## config.mk

```make
export PLATFORM = sky130hd
export DESIGN_NAME = smg_scan_decoder
export DESIGN_NICKNAME = d
export VERILOG_FILES = /design/src/rtl/smg_scan_decoder.sv
export SDC_FILE = /design/constraint.sdc
export NUM_CORES = 1
export LEC_CHECK = 0
export ABC_CLOCK_PERIOD_IN_PS = 4700
export CORE_ASPECT_RATIO = 0.5
export CORE_UTILIZATION = 24
export DETAILED_ROUTE_END_ITERATION = 10
export GPL_TIMING_DRIVEN = 1
export PLACE_DENSITY = 0.39
export SETUP_SLACK_MARGIN = 0.4
export SLEW_MARGIN = 20
export SYNTH_ARGS = -nofsm -noshare
export SYNTH_HDL_FRONTEND = slang
export SYNTH_SLANG_ARGS = --single-unit
```

## constraint.sdc

```tcl
create_clock -name clk -period 4.7 [get_ports clk]
set_input_delay 0.705 -clock clk [delete_from_list [all_inputs] [get_ports clk]]
set_output_delay 0.705 -clock clk [all_outputs]
set_load 0.03 [all_outputs]
```

## src/rtl/smg_scan_decoder.sv

```systemverilog
// Scanned 7-segment bus decoder: recovers four digit values from a multiplexed display.
// Define SMG_DECODE_HEX_EN to also decode A,b,C,d,E,F as 10..15.
module smg_scan_decoder #(
    parameter int SETTLE_CYC  = 8,
    parameter int MATCH_CNT   = 2,
    parameter int TIMEOUT_CYC = 24000
) (
    input  logic       clk,
    input  logic       rst,
    input  logic [3:0] dig,
    input  logic [7:0] smg,
    output logic [3:0] d0,
    output logic [3:0] d1,
    output logic [3:0] d2,
    output logic [3:0] d3,
    output logic [3:0] dp,
    output logic [3:0] blank,
    output logic [3:0] err,
    output logic       upd,
    output logic       frame_valid,
    output logic       idle
);
    localparam int SW = $clog2(SETTLE_CYC + 1);
    localparam int MW = $clog2(MATCH_CNT + 1);
    localparam int TW = $clog2(TIMEOUT_CYC + 1);

    logic [3:0]    r_dig_s1, r_dig_s2;
    logic [7:0]    r_smg_s1, r_smg_s2;
    logic [11:0]   r_last;
    logic [SW-1:0] r_settle;
    logic [7:0]    r_cand [4];
    logic [MW-1:0] r_mcnt [4];
    logic          r_acc_stb;
    logic [1:0]    r_acc_idx;
    logic [7:0]    r_acc_smg;
    logic [3:0]    r_acc;
    logic [TW-1:0] r_idle_cnt;
    logic [3:0]    r_d [4];

    logic          w_chg, w_valid, w_cap, w_same, w_diff;
    logic [1:0]    w_idx;
    logic [MW-1:0] w_mnext;
    logic [6:0]    w_lit;
    logic [4:0]    w_dec;
    logic [3:0]    w_nd, w_acc_set;
    logic          w_ndp, w_nblank, w_nerr;

    // Returns {recognised, value} for an active-high g..a segment pattern.
    function automatic logic [4:0] seg_decode(input logic [6:0] lit);
        logic [4:0] r;
        case (lit)
            7'h3F:   r = {1'b1, 4'd0};
            7'h06:   r = {1'b1, 4'd1};
            7'h5B:   r = {1'b1, 4'd2};
            7'h4F:   r = {1'b1, 4'd3};
            7'h66:   r = {1'b1, 4'd4};
            7'h6D:   r = {1'b1, 4'd5};
            7'h7D:   r = {1'b1, 4'd6};
            7'h07:   r = {1'b1, 4'd7};
            7'h7F:   r = {1'b1, 4'd8};
            7'h6F:   r = {1'b1, 4'd9};
`ifdef SMG_DECODE_HEX_EN
            7'h77:   r = {1'b1, 4'd10};
            7'h7C:   r = {1'b1, 4'd11};
            7'h39:   r = {1'b1, 4'd12};
            7'h5E:   r = {1'b1, 4'd13};
            7'h79:   r = {1'b1, 4'd14};
            7'h71:   r = {1'b1, 4'd15};
`endif
            default: r = 5'd0;
        endcase
        return r;
    endfunction

    assign d0 = r_d[0];
    assign d1 = r_d[1];
    assign d2 = r_d[2];
    assign d3 = r_d[3];

    assign w_chg = {r_dig_s2, r_smg_s2} != r_last;

    always_comb begin
        w_valid = 1'b1;
        w_idx   = 2'd0;
        case (r_dig_s2)
            4'b1110: w_idx = 2'd0;
            4'b1101: w_idx = 2'd1;
            4'b1011: w_idx = 2'd2;
            4'b0111: w_idx = 2'd3;
            default: w_valid = 1'b0;
        endcase
    end

    // r_settle counts cycles the value has been held; capture fires once on reaching SETTLE_CYC.
    assign w_cap  = w_valid && !w_chg && (r_settle == SW'(SETTLE_CYC - 1));
    assign w_same = (r_smg_s2 == r_cand[w_idx]) && (r_mcnt[w_idx] != '0);

    always_comb begin
        w_mnext = MW'(1);
        if (w_same)
            w_mnext = (r_mcnt[w_idx] == MW'(MATCH_CNT)) ? r_mcnt[w_idx]
                                                       : r_mcnt[w_idx] + MW'(1);
    end

    assign w_lit     = ~r_acc_smg[6:0];
    assign w_dec     = seg_decode(w_lit);
    assign w_acc_set = r_acc_stb ? (4'b0001 << r_acc_idx) : 4'b0000;

    always_comb begin
        w_nd     = r_d[r_acc_idx];
        w_nerr   = err[r_acc_idx];
        w_nblank = 1'b0;
        w_ndp    = ~r_acc_smg[7];
        if (w_lit == 7'h00)
            w_nblank = 1'b1;
        else if (w_dec[4]) begin
            w_nd   = w_dec[3:0];
            w_nerr = 1'b0;
        end else
            w_nerr = 1'b1;
        w_diff = (w_nd != r_d[r_acc_idx]) || (w_ndp != dp[r_acc_idx]) ||
                 (w_nblank != blank[r_acc_idx]) || (w_nerr != err[r_acc_idx]);
    end

    always_ff @(posedge clk or posedge rst) begin
        if (rst) begin
            r_dig_s1    <= '0;
            r_dig_s2    <= '0;
            r_smg_s1    <= '0;
            r_smg_s2    <= '0;
            r_last      <= '0;
            r_settle    <= '0;
            r_acc_stb   <= 1'b0;
            r_acc_idx   <= '0;
            r_acc_smg   <= '0;
            r_acc       <= '0;
            r_idle_cnt  <= '0;
            for (int i = 0; i < 4; i++) begin
                r_cand[i] <= '0;
                r_mcnt[i] <= '0;
                r_d[i]    <= '0;
            end
            dp          <= '0;
            blank       <= 4'hF;
            err         <= '0;
            upd         <= 1'b0;
            frame_valid <= 1'b0;
            idle        <= 1'b1;
        end else begin
            r_dig_s1 <= dig;
            r_dig_s2 <= r_dig_s1;
            r_smg_s1 <= smg;
            r_smg_s2 <= r_smg_s1;
            r_last   <= {r_dig_s2, r_smg_s2};

            if (w_chg)
                r_settle <= SW'(1);
            else if (r_settle != SW'(SETTLE_CYC))
                r_settle <= r_settle + SW'(1);

            r_acc_stb <= w_cap && (w_mnext == MW'(MATCH_CNT));
            r_acc_idx <= w_idx;
            r_acc_smg <= r_smg_s2;
            if (w_cap) begin
                r_cand[w_idx] <= r_smg_s2;
                r_mcnt[w_idx] <= w_mnext;
            end

            upd         <= 1'b0;
            frame_valid <= 1'b0;
            if (r_acc_stb) begin
                r_d[r_acc_idx]   <= w_nd;
                dp[r_acc_idx]    <= w_ndp;
                blank[r_acc_idx] <= w_nblank;
                err[r_acc_idx]   <= w_nerr;
                upd              <= w_diff;
            end
            if (r_acc == 4'hF) begin
                frame_valid <= 1'b1;
                r_acc       <= w_acc_set;
            end else
                r_acc <= r_acc | w_acc_set;

            if (w_cap) begin
                r_idle_cnt <= '0;
                idle       <= 1'b0;
            end else if (r_idle_cnt != TW'(TIMEOUT_CYC)) begin
                r_idle_cnt <= r_idle_cnt + TW'(1);
                if (r_idle_cnt == TW'(TIMEOUT_CYC - 1)) begin
                    idle  <= 1'b1;
                    r_acc <= '0;
                    for (int i = 0; i < 4; i++)
                        r_mcnt[i] <= '0;
                end
            end
        end
    end
endmodule
```

==> flow_summary_export.csv <==
group,metric,value,unit
logic_synthesis,yosysWarnings,0,
cells_and_area,fin_util,30.41,%
cells_and_area,diodes,0,
clock_network,cts-root-buf,"clkbuf_16",
clock_network,ctsHoldBuffers,0,
power_and_ir_drop,p_sw,0.6574,mW
logic_synthesis,synthesis.area,6087,µm²
timing,relSlewSlack,43.96,%
power_and_ir_drop,leakage,3.058,nW
cells_and_area,final_layout_size_suffix_gt1_share,15.56,%
hold_path,min_path_type,"flip-flop to flip-flop",
logic_synthesis,synth-seq-area-share,54.78,%
critical_path,crit_slowest_cell,"dfrtp_1",
logic_synthesis,ys.flop_type,"dfrtp_1",
logic_synthesis,ys_async_sr_fraction,100.0,%
global_routing,grt_pass1_wl,24980,µm
floorplanning,core,24420,µm²
clock_network,cts_sinks,133,
flow_run,drv_cap,0,
clock_network,clk_pin_slew_worst_paths,0.06,ns
logic_synthesis,synth-edff-count,0,
logic_synthesis,synth_seq_cells,133,
global_routing,grt_overflow,0,
timing,tightest_slew,0.8406,ns
timing,setup_tns,0,ns
clock_network,cts_max_level,4,
clock_network,clock_latency,0.43,ns
clock_network,postCtsResizedCells,0,
drt,vias_per_cell,4.486,
timing,fmaxAchievable,316.1,MHz
drt,post-route-drc-count,0,
cells_and_area,regArea,3334,µm²
drt,drt_wl_total,15020,µm
clock_network,cts_tree,"yes",
global_routing,grt_usage,12.67,%
power_and_ir_drop,peakVddDrop,0.2113,mV
critical_path,required,5.00,ns
timing,fin_crit_sh,67.31,%
floorplanning,dieArea,26040,µm²
timing,finClkSkew,0.01299,ns
timing,fin_crit,3.163,ns
global_routing,grt_max_degree,109,
logic_synthesis,avgSynthCellArea,11.09,µm²
floorplanning,dieHeight,114.6,µm
power_and_ir_drop,power_frac_seq,47.1,%
power_and_ir_drop,power.internal,1.884,mW
global_routing,antenna_found_initial,0,
timing,maxSlewViolCount,0,
clock_network,postCtsSetupBuffers,0,
power_and_ir_drop,comb_power_share,3.5,%
power_and_ir_drop,p_sw_share,25.87,%
power_and_ir_drop,power_density,342.2,nW/µm²
place,numPortBuffers,44,
global_routing,grt_pass1_vias,4266,
clock_network,clock_path_buffers,2,
floorplanning,initial_core_util,24.92,%
floorplanning,io_pins,45,
drt,vias,4217,
critical_path,path_class,"flip-flop to flip-flop",
floorplanning,dieWidth,227.2,µm
drt,drt_iter0_drc,302,
critical_path,crit_fanout,28,
critical_path,critPathLaunchType,"flip-flop",
power_and_ir_drop,finalPower,2.541,mW
cells_and_area,layout.nets,610,
clock_network,cts_buffers,17,
cells_and_area,nFillCells,2535,
floorplanning,num_rows,40,
cells_and_area,synthToLayoutAreaGrowth,22.01,%
logic_synthesis,ys_types,58,
logic_synthesis,syn-num-nets,568,
drt,antenna_left,0,
cells_and_area,multi_input_comb_area,2566,µm²
critical_path,crit_path_end_kind,"flip-flop",
critical_path,arrival,3.46,ns
outcome,outcome,"finished, final reports clean",
drt,wl_per_cell,15.97,µm
power_and_ir_drop,pwr-share-clk,49.5,%
logic_synthesis,synthesis.instances,549,
place,dpl.hpwl,10120,µm
drt,drtPass1Iterations,5,
timing,setup_viol,0,
timing,hold_viol_final,0,
timing,rsz0062_at_grt,"no",
place,gp_congestion,0.7412,
critical_path,path_cells,"nand3_1, and3_1, or4_1, a222oi_1, buf_2, nand2_1, o31a_1",
critical_path,max_stage_delay,0.89,ns
-- logic make-up (layout without fill, tap and decap cells) --
group / count (synthesis) / count (layout) / synth area share (%)
adder cells (fa/ha/maj): 5 / 5 / 1.028
AO/OA/AOI/OAI: 107 / 107 / 11.12
buffers and inverters: 43 / 98 / 3.063
XOR/XNOR: 33 / 33 / 4.748
flip-flops: 133 / 133 / 54.78
multiplexers: 42 / 42 / 9.044
AND/OR/NAND/NOR: 186 / 186 / 16.22
-- path summary, 6_finish.rpt --
kind | cells after the start | start | endpoint | slack [ns]
setup / recovery | 7 | r_dig_s2[3] | r_mcnt[2] | 1.54
hold / removal | 0 | r_smg_s1[4] | r_smg_s2[4] | 0.35
setup reg to reg | 7 | r_dig_s2[3] | r_mcnt[2] | 1.54
hold reg to reg | 0 | r_smg_s1[4] | r_smg_s2[4] | 0.35
max in group asynchronous | 3 | rst | blank[2] | 3.02
min in group asynchronous | 2 | rst | r_idle_cnt[4] | 0.79
-- state kept, by name, summed over array words and instances (netlist names), 2 cells and up --
register and cells:
d2 4, r_settle 4, d0 4, r_last 5, r_acc_idx 2, r_dig_s2 4, r_dig_s1 4, blank 4
d3 4, err 4, r_mcnt 8, r_idle_cnt 15, r_cand 32, d1 4, r_acc_smg 7, r_smg_s2 8
dp 4, r_smg_s1 8, r_acc 4
-- area by class of cell --
class / instances / area share (%)
clock buffers: 17 / 5.728
clock inverters: 15 / 1.651
inverters: 14 / 0.8086
multi-input cells: 373 / 34.55
flip-flops and latches: 133 / 44.90
well taps: 336 / 5.660
repair buffers: 52 / 6.705
-- through the flow --
step           hold slack (ns)  setup slack (ns)  std cells  area [µm²]
2_1_floorplan           0.3312            0.4489        549        6087
3_3_place_gp            0.3331             1.348        907        6872
3_5_place_dp            0.3347             1.547        908        6877
4_1_cts                 0.3485             1.520        940        7425
5_1_grt                 0.3543             1.252        940        7427
6_report                0.3479             1.537        940        7427
-- power by group through the flow --
| stage | sequential, mW | combinational, mW | clock, mW |
|---|---|---|---|
| 2_1_floorplan | 1.19 | 0.0762 | 0 |
| 3_5_place_dp | 1.22 | 0.0910 | 0 |
| 4_1_cts | 1.20 | 0.0914 | 1.29 |
| 6_report | 1.20 | 0.0882 | 1.26 |
| 3_3_place_gp | 1.22 | 0.0911 | 0 |
| 5_1_grt | 1.20 | 0.101 | 1.35 |
-- Yosys cell counts (2+ instances only) --
library cell  number  share of area (%)
dfstp_2            5                2.2
nand2b_1           6               0.62
nand4_1            9               0.92
o22ai_1            3               0.31
a211oi_1           2               0.25
o22a_1             3               0.43
buf_2              8               0.66
nand3b_1          27                3.3
o221ai_1           4               0.58
inv_1             14               0.86
a22oi_1            2               0.25
and3_1             8               0.82
or3_1              2               0.21
and3b_1            3               0.43
o21ai_0           39                3.2
nor2b_1            4               0.41
o21ba_2            3               0.49
nand2_1           58                3.6
a221oi_1           2               0.29
xnor2_1            9                1.3
nand3_1           17                1.4
xor2_1            24                3.5
or4_1              4               0.49
a21oi_1           23                1.9
nor3_1             7               0.58
a31oi_1            3               0.31
buf_4              2               0.25
a21boi_0           6               0.74
mux2_2            34                6.3
and2_1             2               0.21
mux4_2             7                2.6
o31ai_1            3               0.37
clkbuf_1          18                1.1
dfrtp_1          128                 53
nor4_1             5               0.51
ha_1               5                1.0
o31a_1             3               0.43
nor2_1            27                1.7
-- critical path, delay by kind of cell, from the launching register on --
| kind | cells | cell delay, ns |
|---|---|---|
| DFF | 1 | 0.89 |
| buffers and inverters | 1 | 0.28 |
| and+or+nand+nor | 4 | 0.98 |
| AOI/OAI and AO/OA | 2 | 0.89 |
-- cell usage in the layout (no fill, tap or decap), types with 4 or more instances in the layout --
| cell type | count |
|---|---|
| clkbuf_16 | 17 |
| inv_1 | 13 |
| dfrtp_1 | 128 |
| o221ai_1 | 4 |
| inv_6 | 6 |
| nand3_1 | 17 |
| nand4_1 | 9 |
| nor4_1 | 5 |
| nand2_1 | 58 |
| o21ai_0 | 39 |
| nor3_1 | 7 |
| nand3b_1 | 27 |
| xor2_1 | 24 |
| or4_1 | 4 |
| xnor2_1 | 9 |
| nor2b_1 | 4 |
| nor2_1 | 27 |
| buf_4 | 7 |
| a21oi_1 | 23 |
| ha_1 | 5 |
| dfstp_2 | 5 |
| a21boi_0 | 6 |
| mux2_2 | 34 |
| mux4_2 | 7 |
| nand2b_1 | 6 |
| clkdlybuf4s50_1 | 44 |
| and3_1 | 8 |
-- layer usage --
| layer | GRT usage (%) | up-vias | wire [µm] |
|---|---|---|---|
| li1 | - | 2043 | - |
| met2 | 17.83 | 90 | 6416 |
| met4 | 3.535 | 0 | 133 |
| met1 | 18.55 | 2075 | 7771 |
| met5 | 0 | - | 0 |
| met3 | 3.746 | 9 | 695 |
Note: power is estimated with default switching activity, not from simulation.
